$ cat config.mk
export PLATFORM = sky130hd
export DESIGN_NAME = cam_cfg_sequencer
export DESIGN_NICKNAME = d
export VERILOG_FILES = /design/src/rtl/cam_cfg_sequencer.sv
export SDC_FILE = /design/constraint.sdc
export NUM_CORES = 1
export LEC_CHECK = 0
export BUFFER_PORTS_ARGS = -buffer_cell sky130_fd_sc_hd__buf_2
export CAP_MARGIN = 20
export CORE_ASPECT_RATIO = 0.7
export CORE_MARGIN = 3
export CORE_UTILIZATION = 50
export DETAILED_ROUTE_END_ITERATION = 10
export GPL_ROUTABILITY_DRIVEN = 0
export PLACE_DENSITY = 0.75
export SETUP_SLACK_MARGIN = 0.05
export SLEW_MARGIN = 20
export SYNTH_ARGS = -nofsm -noshare
export SYNTH_HDL_FRONTEND = slang
export SYNTH_SLANG_ARGS = --single-unit
$ cat constraint.sdc
create_clock -name i_clk -period 4.9 [get_ports i_clk]
set_input_delay 0.49 -clock i_clk [delete_from_list [all_inputs] [get_ports i_clk]]
set_output_delay 0.49 -clock i_clk [all_outputs]
set_load 0.1 [all_outputs]
$ cat src/rtl/cam_cfg_sequencer.sv
// cam_cfg_sequencer
//   Walks the camera configuration ROM from address 0 and turns every
//   {reg_addr, reg_data} entry into one SCCB register write. Entry FF_FF ends
//   the table; FF_xx inserts a pause of xx * TICK_CYCLES clocks.
//
// Ports
//   i_clk          clock
//   i_rstn         synchronous active-low reset
//   i_start        run request, honoured only in IDLE and DONE
//   o_busy         high from the cycle after an accepted start until DONE
//   o_done         high while in DONE
//   o_rom_addr     ROM address (ROM answers one cycle later on i_rom_data)
//   i_rom_data     ROM word
//   o_sccb_start   one-cycle write request to the SCCB master
//   o_sccb_addr    register address for the current write
//   o_sccb_data    register data for the current write
//   i_sccb_ready   SCCB master idle
//
// state     | meaning
// ----------+---------------------------------------------------------
// IDLE      | after reset, waiting for i_start
// FETCH     | ROM read latency cycle
// DECODE    | classify i_rom_data: end marker, delay or register write
// ISSUE     | wait for master ready, pulse o_sccb_start
// WAIT_ACK  | wait for the master to drop ready
// WAIT_DONE | wait for the master to raise ready again
// DELAY     | count the delay down to zero
// DONE      | table finished, o_done high, waiting for a restart
module cam_cfg_sequencer #(
  parameter int TICK_CYCLES = 25000
) (
  input  logic        i_clk,
  input  logic        i_rstn,
  input  logic        i_start,
  output logic        o_busy,
  output logic        o_done,
  output logic [7:0]  o_rom_addr,
  input  logic [15:0] i_rom_data,
  output logic        o_sccb_start,
  output logic [7:0]  o_sccb_addr,
  output logic [7:0]  o_sccb_data,
  input  logic        i_sccb_ready
);

  // Largest delay entry is FF_FE, i.e. 254 ticks.
  localparam int CNT_W = $clog2(254 * TICK_CYCLES + 1);
  localparam logic [CNT_W-1:0] TICK_W = CNT_W'(TICK_CYCLES);

  typedef enum logic [2:0] {
    IDLE,
    FETCH,
    DECODE,
    ISSUE,
    WAIT_ACK,
    WAIT_DONE,
    DELAY,
    DONE
  } state_t;

  state_t           state_q, state_d;
  logic [7:0]       rom_addr_q, rom_addr_d;
  logic [7:0]       sccb_addr_q, sccb_addr_d;
  logic [7:0]       sccb_data_q, sccb_data_d;
  logic [CNT_W-1:0] cnt_q, cnt_d;
  logic             busy_q, busy_d;
  logic             done_q, done_d;
  logic             advance;

  always_ff @(posedge i_clk) begin
    if (!i_rstn) begin
      state_q     <= IDLE;
      rom_addr_q  <= '0;
      sccb_addr_q <= '0;
      sccb_data_q <= '0;
      cnt_q       <= '0;
      busy_q      <= 1'b0;
      done_q      <= 1'b0;
    end else begin
      state_q     <= state_d;
      rom_addr_q  <= rom_addr_d;
      sccb_addr_q <= sccb_addr_d;
      sccb_data_q <= sccb_data_d;
      cnt_q       <= cnt_d;
      busy_q      <= busy_d;
      done_q      <= done_d;
    end
  end

  always_comb begin
    state_d     = state_q;
    rom_addr_d  = rom_addr_q;
    sccb_addr_d = sccb_addr_q;
    sccb_data_d = sccb_data_q;
    cnt_d       = cnt_q;
    busy_d      = busy_q;
    done_d      = done_q;
    advance     = 1'b0;

    case (state_q)
      IDLE, DONE: begin
        if (i_start) begin
          rom_addr_d = '0;
          done_d     = 1'b0;
          busy_d     = 1'b1;
          state_d    = FETCH;
        end
      end
      FETCH: state_d = DECODE;
      DECODE: begin
        if (i_rom_data == 16'hFFFF) begin
          busy_d  = 1'b0;
          done_d  = 1'b1;
          state_d = DONE;
        end else if (i_rom_data[15:8] == 8'hFF) begin
          cnt_d   = CNT_W'(i_rom_data[7:0]) * TICK_W;
          state_d = DELAY;
        end else begin
          sccb_addr_d = i_rom_data[15:8];
          sccb_data_d = i_rom_data[7:0];
          state_d     = ISSUE;
        end
      end
      ISSUE: begin
        if (i_sccb_ready) state_d = WAIT_ACK;
      end
      WAIT_ACK: begin
        if (!i_sccb_ready) state_d = WAIT_DONE;
      end
      WAIT_DONE: begin
        if (i_sccb_ready) advance = 1'b1;
      end
      DELAY: begin
        // The cycle that sees zero is spent here too, so xx ticks cost
        // xx * TICK_CYCLES + 1 cycles in this state.
        if (cnt_q == '0) advance = 1'b1;
        else             cnt_d   = cnt_q - CNT_W'(1);
      end
      default: state_d = IDLE;
    endcase

    // Shared step after a write or a delay; the address saturates at 255 so a
    // table without an end marker stops instead of wrapping.
    if (advance) begin
      if (rom_addr_q == 8'hFF) begin
        busy_d  = 1'b0;
        done_d  = 1'b1;
        state_d = DONE;
      end else begin
        rom_addr_d = rom_addr_q + 8'd1;
        state_d    = FETCH;
      end
    end
  end

  // The start pulse is qualified by the live ready input so it fires in the
  // very cycle the master is idle and can never fire while it is busy; it
  // lasts one cycle because ISSUE is left on that same edge.
  assign o_sccb_start = (state_q == ISSUE) && i_sccb_ready;
  assign o_busy       = busy_q;
  assign o_done       = done_q;
  assign o_rom_addr   = rom_addr_q;
  assign o_sccb_addr  = sccb_addr_q;
  assign o_sccb_data  = sccb_data_q;

endmodule

Word level (Yosys, flattened, before mapping)
Index checks and enable logic that the tools add are counted.
{ "totals": {"mem_bits_ro": 0, "wordCells": 66, "ff_bits": 52, "latch_bits": 0, "inputBits": 20, "ramBits": 0, "n_memories": 0} }
{ "classes": {"multipliers": 1, "bitwise_logic": 2, "muxes": 29, "n_div": 0, "n_eq_ne": 16, "add_sub_neg": 2, "reduce_logical": 9, "n_lt_le_gt_ge": 0, "shift": 0} }
{ "op_table": {"columns": ["operator", "count"], "rows": [
  ["23-bit 2-to-1 mux", 3],
  ["23-bit case mux with 2 select lines", 1],
  ["8-bit 2-to-1 mux", 4],
  ["23-bit zero test", 1],
  ["23-bit by 1-bit subtractor with 23-bit output, second input constant", 1],
  ["3-bit 2-to-1 mux", 7],
  ["8-bit by 12-bit multiplier with 20-bit output, second input constant", 1],
  ["16-bit == test, second input constant", 1],
  ["8-bit == test, second input constant", 2],
  ["3-bit case mux with 5 select lines", 1],
  ["3-bit == test, second input constant", 4],
  ["1-bit 2-to-1 mux", 10],
  ["3-bit inequality test, second input constant", 3],
  ["8-bit by 1-bit adder with 8-bit output, second input constant", 1],
  ["4-bit AND reduction", 2],
  ["3-bit by 2-bit == test with 1-bit output, second input constant", 2],
  ["2-bit inequality test, second input constant", 3],
  ["1-bit case mux with 2 select lines", 3],
  ["6-bit nonzero test", 1],
  ["3-bit by 1-bit == test with 1-bit output, second input constant", 1],
  ["3-bit zero test", 1],
  ["3-bit AND reduction", 1],
  ["1-bit inverter", 2],
  ["2-bit nonzero test", 1],
  ["other kinds (2)", 2]
]} }

Logic depth before layout (Yosys ltp)
{ "logic_depth": {"ltp_word": 5, "mapped_depth": 13, "mapped_depth_nobuf": 13} }

Worst setup path after synthesis
No wires, ideal clock.
{ "synth_timing": {"path_kind": "input to register", "start": "input i_rom_data[2]", "end": "register cnt_q[20]", "setup_time_ns": 0.122, "required_time_ns": 4.778, "arrival_ns": 3.592, "n_path_buf": 0, "cell_stages": 13, "slack_ns": 1.186, "cell_sequence": "ha_1 ha_1 inv_1 fa_1 inv_1 fa_1 ha_1 o211ai_1 o211ai_1 a2111oi_0 nor3_1 nor4_1 nor2_1"} }
{ "synth_between": {"elab_chain_len": 4, "elab_cells_between_ends": 7, "cone_classes": "mul: 1; eq/ne: 2; mux: 3; reduce/logical: 1"} }
{ "synth_rtl": {"columns": ["element", "line", "text"], "rows": [
  ["start: declaration", "38", "input logic [15:0] i_rom_data,"],
  ["8-bit by 12-bit multiplier with 20-bit output", "115", "cnt_d = CNT_W'(i_rom_data[7:0]) * TICK_W;"],
  ["23-bit 2-to-1 mux", "114", "end else if (i_rom_data[15:8] == 8'hFF) begin"],
  ["23-bit 2-to-1 mux", "110", "if (i_rom_data == 16'hFFFF) begin"],
  ["23-bit case mux with 2 select lines", "99", "case (state_q)"],
  ["end signal: assignment", "83", "cnt_q <= cnt_d;"],
  ["end: declaration", "64", "logic [CNT_W-1:0] cnt_q, cnt_d;"]
]} }
Several ways; a longest one is shown, not always the timed one. The select of a mux whose other input is x is not followed.
A chain may end at the register's enable or synchronous reset.

Worst setup path in the final report
Ends and elaborated chain as after synthesis.

==> flow_summary.html <==
<table>
<tr><th>Metric</th><th>Value</th></tr>
<tr><th colspan="2">Synthesis</th></tr>
<tr><td>Synthesized area</td><td>0.00430 sq mm</td></tr>
<tr><td>Avg Synthesized Cell Area</td><td>a little under 8 sq um</td></tr>
<tr><td>Warnings, synthesis</td><td>0</td></tr>
<tr><td>Primary flip-flop cell chosen by synthesis mapping</td><td>sky130_fd_sc_hd__dfxtp_1</td></tr>
<tr><td>Synth Register Bits</td><td>52</td></tr>
<tr><td>Asr flop ratio synth</td><td>0</td></tr>
<tr><td>Number of distinct standard cells referenced by the synthesized netlist</td><td>64</td></tr>
<tr><td>Proportion of synthesized chip area in sequential cells</td><td>0.242</td></tr>
<tr><td>Number of flops mapped to enable cells by yosys</td><td>0</td></tr>
<tr><td>Mapped Nets</td><td>627</td></tr>
<tr><td>Synthesized instance count</td><td>540</td></tr>
<tr><th colspan="2">Floorplanning</th></tr>
<tr><td>Y dimension of the die</td><td>83.5 microns</td></tr>
<tr><td>Number of top-level pins</td><td>47</td></tr>
<tr><td>Full die area</td><td>approximately 0.01 sq mm</td></tr>
<tr><td>CORE AREA</td><td>roughly 0.0081 sq mm</td></tr>
<tr><td># rows</td><td>27</td></tr>
<tr><td>Initial Util</td><td>0.530</td></tr>
<tr><td>Horizontal extent of the die</td><td>117 microns</td></tr>
<tr><th colspan="2">GRT</th></tr>
<tr><td>Met3 usage</td><td>0.0529</td></tr>
<tr><td>Grt peak-use layer</td><td>met1</td></tr>
<tr><td>Met1 track demand over resource</td><td>0.360</td></tr>
<tr><td>Total routing usage reported by global routing</td><td>0.235</td></tr>
<tr><td>First-pass GRT wire length</td><td>between 15 and 20 mm</td></tr>
<tr><td>Vias in the first global route</td><td>3,892</td></tr>
<tr><td>Met2 demand-to-capacity share in global routing</td><td>0.328</td></tr>
<tr><td>Number of antenna violations at the first check in global routing</td><td>0</td></tr>
<tr><td>Leftover overflow at the end of global routing</td><td>0</td></tr>
<tr><td>Pin count of the biggest net entering global routing</td><td>27</td></tr>
<tr><th colspan="2">Clocking</th></tr>
<tr><td>Num Clock Sinks</td><td>52</td></tr>
<tr><td>Setup Buffers After CTS</td><td>0</td></tr>
<tr><td>Clock-pin transition on the worst setup and hold timing paths</td><td>0.07 ns</td></tr>
<tr><td>Maximum clock path buffer count</td><td>2</td></tr>
<tr><td>Clk Latency, worst-skew pair</td><td>approximately 0.30 ns</td></tr>
<tr><td>H-Tree Level Count</td><td>2</td></tr>
<tr><td>CTS tree</td><td>done</td></tr>
<tr><td>Number of buffers created by CTS</td><td>5</td></tr>
<tr><td>Count of hold buffers inserted by post-cts repair</td><td>0</td></tr>
<tr><td>Clock Tree Root</td><td>sky130_fd_sc_hd__clkbuf_16</td></tr>
<tr><td>Number of cells upsized or downsized after cts</td><td>0</td></tr>
<tr><th colspan="2">Power and ir drop</th></tr>
<tr><td>Static power due to leakage</td><td>2.05 nW</td></tr>
<tr><td>Overall power after layout</td><td>between 1 and 1.5 mW</td></tr>
<tr><td>Worst-case vdd ir drop</td><td>~0.28 mV</td></tr>
<tr><td>P per Cell Area</td><td>a little over 300 mW/mm^2</td></tr>
<tr><th colspan="2">Timing</th></tr>
<tr><td>Worst-case headroom to the max-slew limit</td><td>0.391</td></tr>
<tr><td>Highest attainable clock frequency</td><td>256 MHz</td></tr>
<tr><td>Accumulated negative setup slack</td><td>0 ns</td></tr>
<tr><td>Number of failing setup endpoints in the final timing report</td><td>0</td></tr>
<tr><td>Slew @ Worst Pin</td><td>around 0.91 ns</td></tr>
<tr><td>Ratio of final minimum period to clock period</td><td>0.796</td></tr>
<tr><td>Post-layout minimum cycle time</td><td>3.90 ns</td></tr>
<tr><td>Unrepaired setup endpoints after global routing</td><td>false</td></tr>
<tr><td>Max Transition Viols Final</td><td>0</td></tr>
<tr><td>Final worst clock skew</td><td>0.0102 ns</td></tr>
<tr><td>Hold violation total from the final report</td><td>0</td></tr>
<tr><th colspan="2">Cells and area</th></tr>
<tr><td>Area delta synth-&gt;final</td><td>9.96%</td></tr>
<tr><td>Register cell area after layout</td><td>0.00104 sq mm</td></tr>
<tr><td>Finished layout cell area</td><td>0.00472 sq mm</td></tr>
<tr><td>Number of standard cells in the final layout excluding fillers</td><td>675</td></tr>
<tr><td>Most common cell after layout, fill and taps aside</td><td>sky130_fd_sc_hd__nand2_1</td></tr>
<tr><td>Fraction of layout cells with a size suffix above 1</td><td>0.125</td></tr>
<tr><td>Area occupied by multi-input gates</td><td>approximately 0.003 sq mm</td></tr>
<tr><td>Leading cell types in the layout, fill and taps excluded</td><td>sky130_fd_sc_hd__nand2_1 (71), sky130_fd_sc_hd__ha_1 (55), sky130_fd_sc_hd__a21oi_1 (54)</td></tr>
<tr><td># diodes</td><td>0</td></tr>
<tr><td>Layout Nets</td><td>660</td></tr>
<tr><td>Count of filler cells inserted in the layout</td><td>746</td></tr>
<tr><th colspan="2">Status</th></tr>
<tr><td>Status</td><td>completed</td></tr>
<tr><th colspan="2">Routing</th></tr>
<tr><td>DR iter-0 viols</td><td>258</td></tr>
<tr><td>Number of optimization iterations in the first detailed-route pass</td><td>5</td></tr>
<tr><td>Vias</td><td>4,149</td></tr>
<tr><td>DRC violation count after routing</td><td>0</td></tr>
<tr><td>Wire per inst</td><td>16.5 microns</td></tr>
<tr><td>Detail-routed via count per cell</td><td>6.15</td></tr>
<tr><td>Routed wire length</td><td>~11 mm</td></tr>
<tr><td>Antenna Violating Nets Remaining</td><td>0</td></tr>
<tr><th colspan="2">Worst setup path</th></tr>
<tr><td>Worst Setup Path Type</td><td>primary input to flip-flop</td></tr>
<tr><td>Kind of end point of the critical path</td><td>flip-flop</td></tr>
<tr><td>CP Max Fanout</td><td>5</td></tr>
<tr><td>Arrival time of the worst setup path</td><td>4.09 ns</td></tr>
<tr><td>Setup crit start kind</td><td>primary input</td></tr>
<tr><td>Required time reported for the critical path endpoint</td><td>5.09 ns</td></tr>
<tr><th colspan="2">Place</th></tr>
<tr><td>Placed Area</td><td>0.00458 sq mm</td></tr>
<tr><td>Estimated wirelength of the detail-placed design</td><td>8.33 mm</td></tr>
<tr><td>Number of placed cells counting well taps</td><td>667</td></tr>
<tr><td>Number of buffers inserted by port buffering</td><td>46</td></tr>
<tr><th colspan="2">Min path</th></tr>
<tr><td>Worst hold-check path type</td><td>primary input to flip-flop</td></tr>
<tr><th colspan="2">Flow run</th></tr>
<tr><td>Max-cap violations</td><td>0</td></tr>
</table>
per-layer routing:
metal,share of wire,vias to the layer above,wire (microns)
met2,0.42,145,4680
met4,0.014,0,160
met1,0.50,1935,5540
li1,-,2054,-
met3,0.071,15,790
met5,0,-,0
sequential cells by signal (all words and copies together) (netlist names):
name and count:
o_done 1, o_busy 1, state_q 3, o_sccb_addr 8, o_sccb_data 8, o_rom_addr 8, cnt_q 23
synth_stat cells (12+ instances only):
| master | number | area share |
|---|---|---|
| sky130_fd_sc_hd__a21oi_1 | 54 | 0.063 |
| sky130_fd_sc_hd__nor2_1 | 34 | 0.030 |
| sky130_fd_sc_hd__nand2_1 | 71 | 0.062 |
| sky130_fd_sc_hd__fa_1 | 12 | 0.056 |
| sky130_fd_sc_hd__o21ai_0 | 31 | 0.036 |
| sky130_fd_sc_hd__clkbuf_1 | 19 | 0.017 |
| sky130_fd_sc_hd__inv_1 | 20 | 0.017 |
| sky130_fd_sc_hd__nor3_1 | 17 | 0.020 |
| sky130_fd_sc_hd__dfxtp_1 | 52 | 0.24 |
| sky130_fd_sc_hd__ha_1 | 55 | 0.16 |
| sky130_fd_sc_hd__a31oi_1 | 14 | 0.020 |
stage by stage:
step                setup WS, ns  utilization  hold WS, ns
finish                      1.00        0.583        0.434
global route               0.768        0.583        0.436
CTS                         1.04        0.583        0.431
detailed placement         0.744        0.565        0.448
global placement           0.834        0.565        0.440
floorplan                   1.19            -        0.454
logic make-up after synthesis:
family          after synthesis  synth area share
xor+xnor                     12            0.0245
simple gates                198             0.231
compound gates              164             0.239
buf+inv                      46            0.0446
fa+ha+maj                    67             0.216
flops                        52             0.242
mux                           1           0.00233
area by class of cell:
type / instances / area share
Timing Repair Buffer: 51 / 0.0567
Clock inverter: 3 / 0.00450
Inverter: 21 / 0.0167
Tap cell: 101 / 0.0268
Multi-Input combinational cell: 442 / 0.648
Sequential cell: 52 / 0.220
Clock buffer: 5 / 0.0265
critical path: stages:
cell and delay [ns]:
sky130_fd_sc_hd__buf_2 0.14, sky130_fd_sc_hd__ha_1 0.33, sky130_fd_sc_hd__ha_1 0.30, sky130_fd_sc_hd__inv_1 0.06, sky130_fd_sc_hd__fa_1 0.50, sky130_fd_sc_hd__inv_1 0.05
sky130_fd_sc_hd__fa_1 0.48, sky130_fd_sc_hd__ha_1 0.27, sky130_fd_sc_hd__a211oi_1 0.36, sky130_fd_sc_hd__o211ai_1 0.20, sky130_fd_sc_hd__a2111oi_0 0.56, sky130_fd_sc_hd__nor3_1 0.09
sky130_fd_sc_hd__nor4_1 0.18, sky130_fd_sc_hd__nor2_1 0.08
path summary, 6_finish.rpt:
path / end / slack, ns / cells after the start / start
worst min register to register: o_sccb_data[3]$_SDFFE_PN0P_ / 0.46 / 2 / o_sccb_data[3]$_SDFFE_PN0P_
worst min-delay path: o_sccb_addr[6]$_SDFFE_PN0P_ / 0.43 / 3 / i_rom_data[14]
worst max-delay path: cnt_q[20]$_SDFFE_PN0P_ / 1.00 / 14 / i_rom_data[2]
worst max register to register: cnt_q[19]$_SDFFE_PN0P_ / 1.72 / 8 / cnt_q[0]$_SDFFE_PN0P_
power breakdown:
part	switching, mW	leakage, nW	internal [mW]
Clock	0.172	0.0702	0.191
Combinational	0.409	1.55	0.235
Sequential	0.0165	0.421	0.437
Total	0.598	2.05	0.864
No activity file was read; power rests on OpenSTA's default activity.
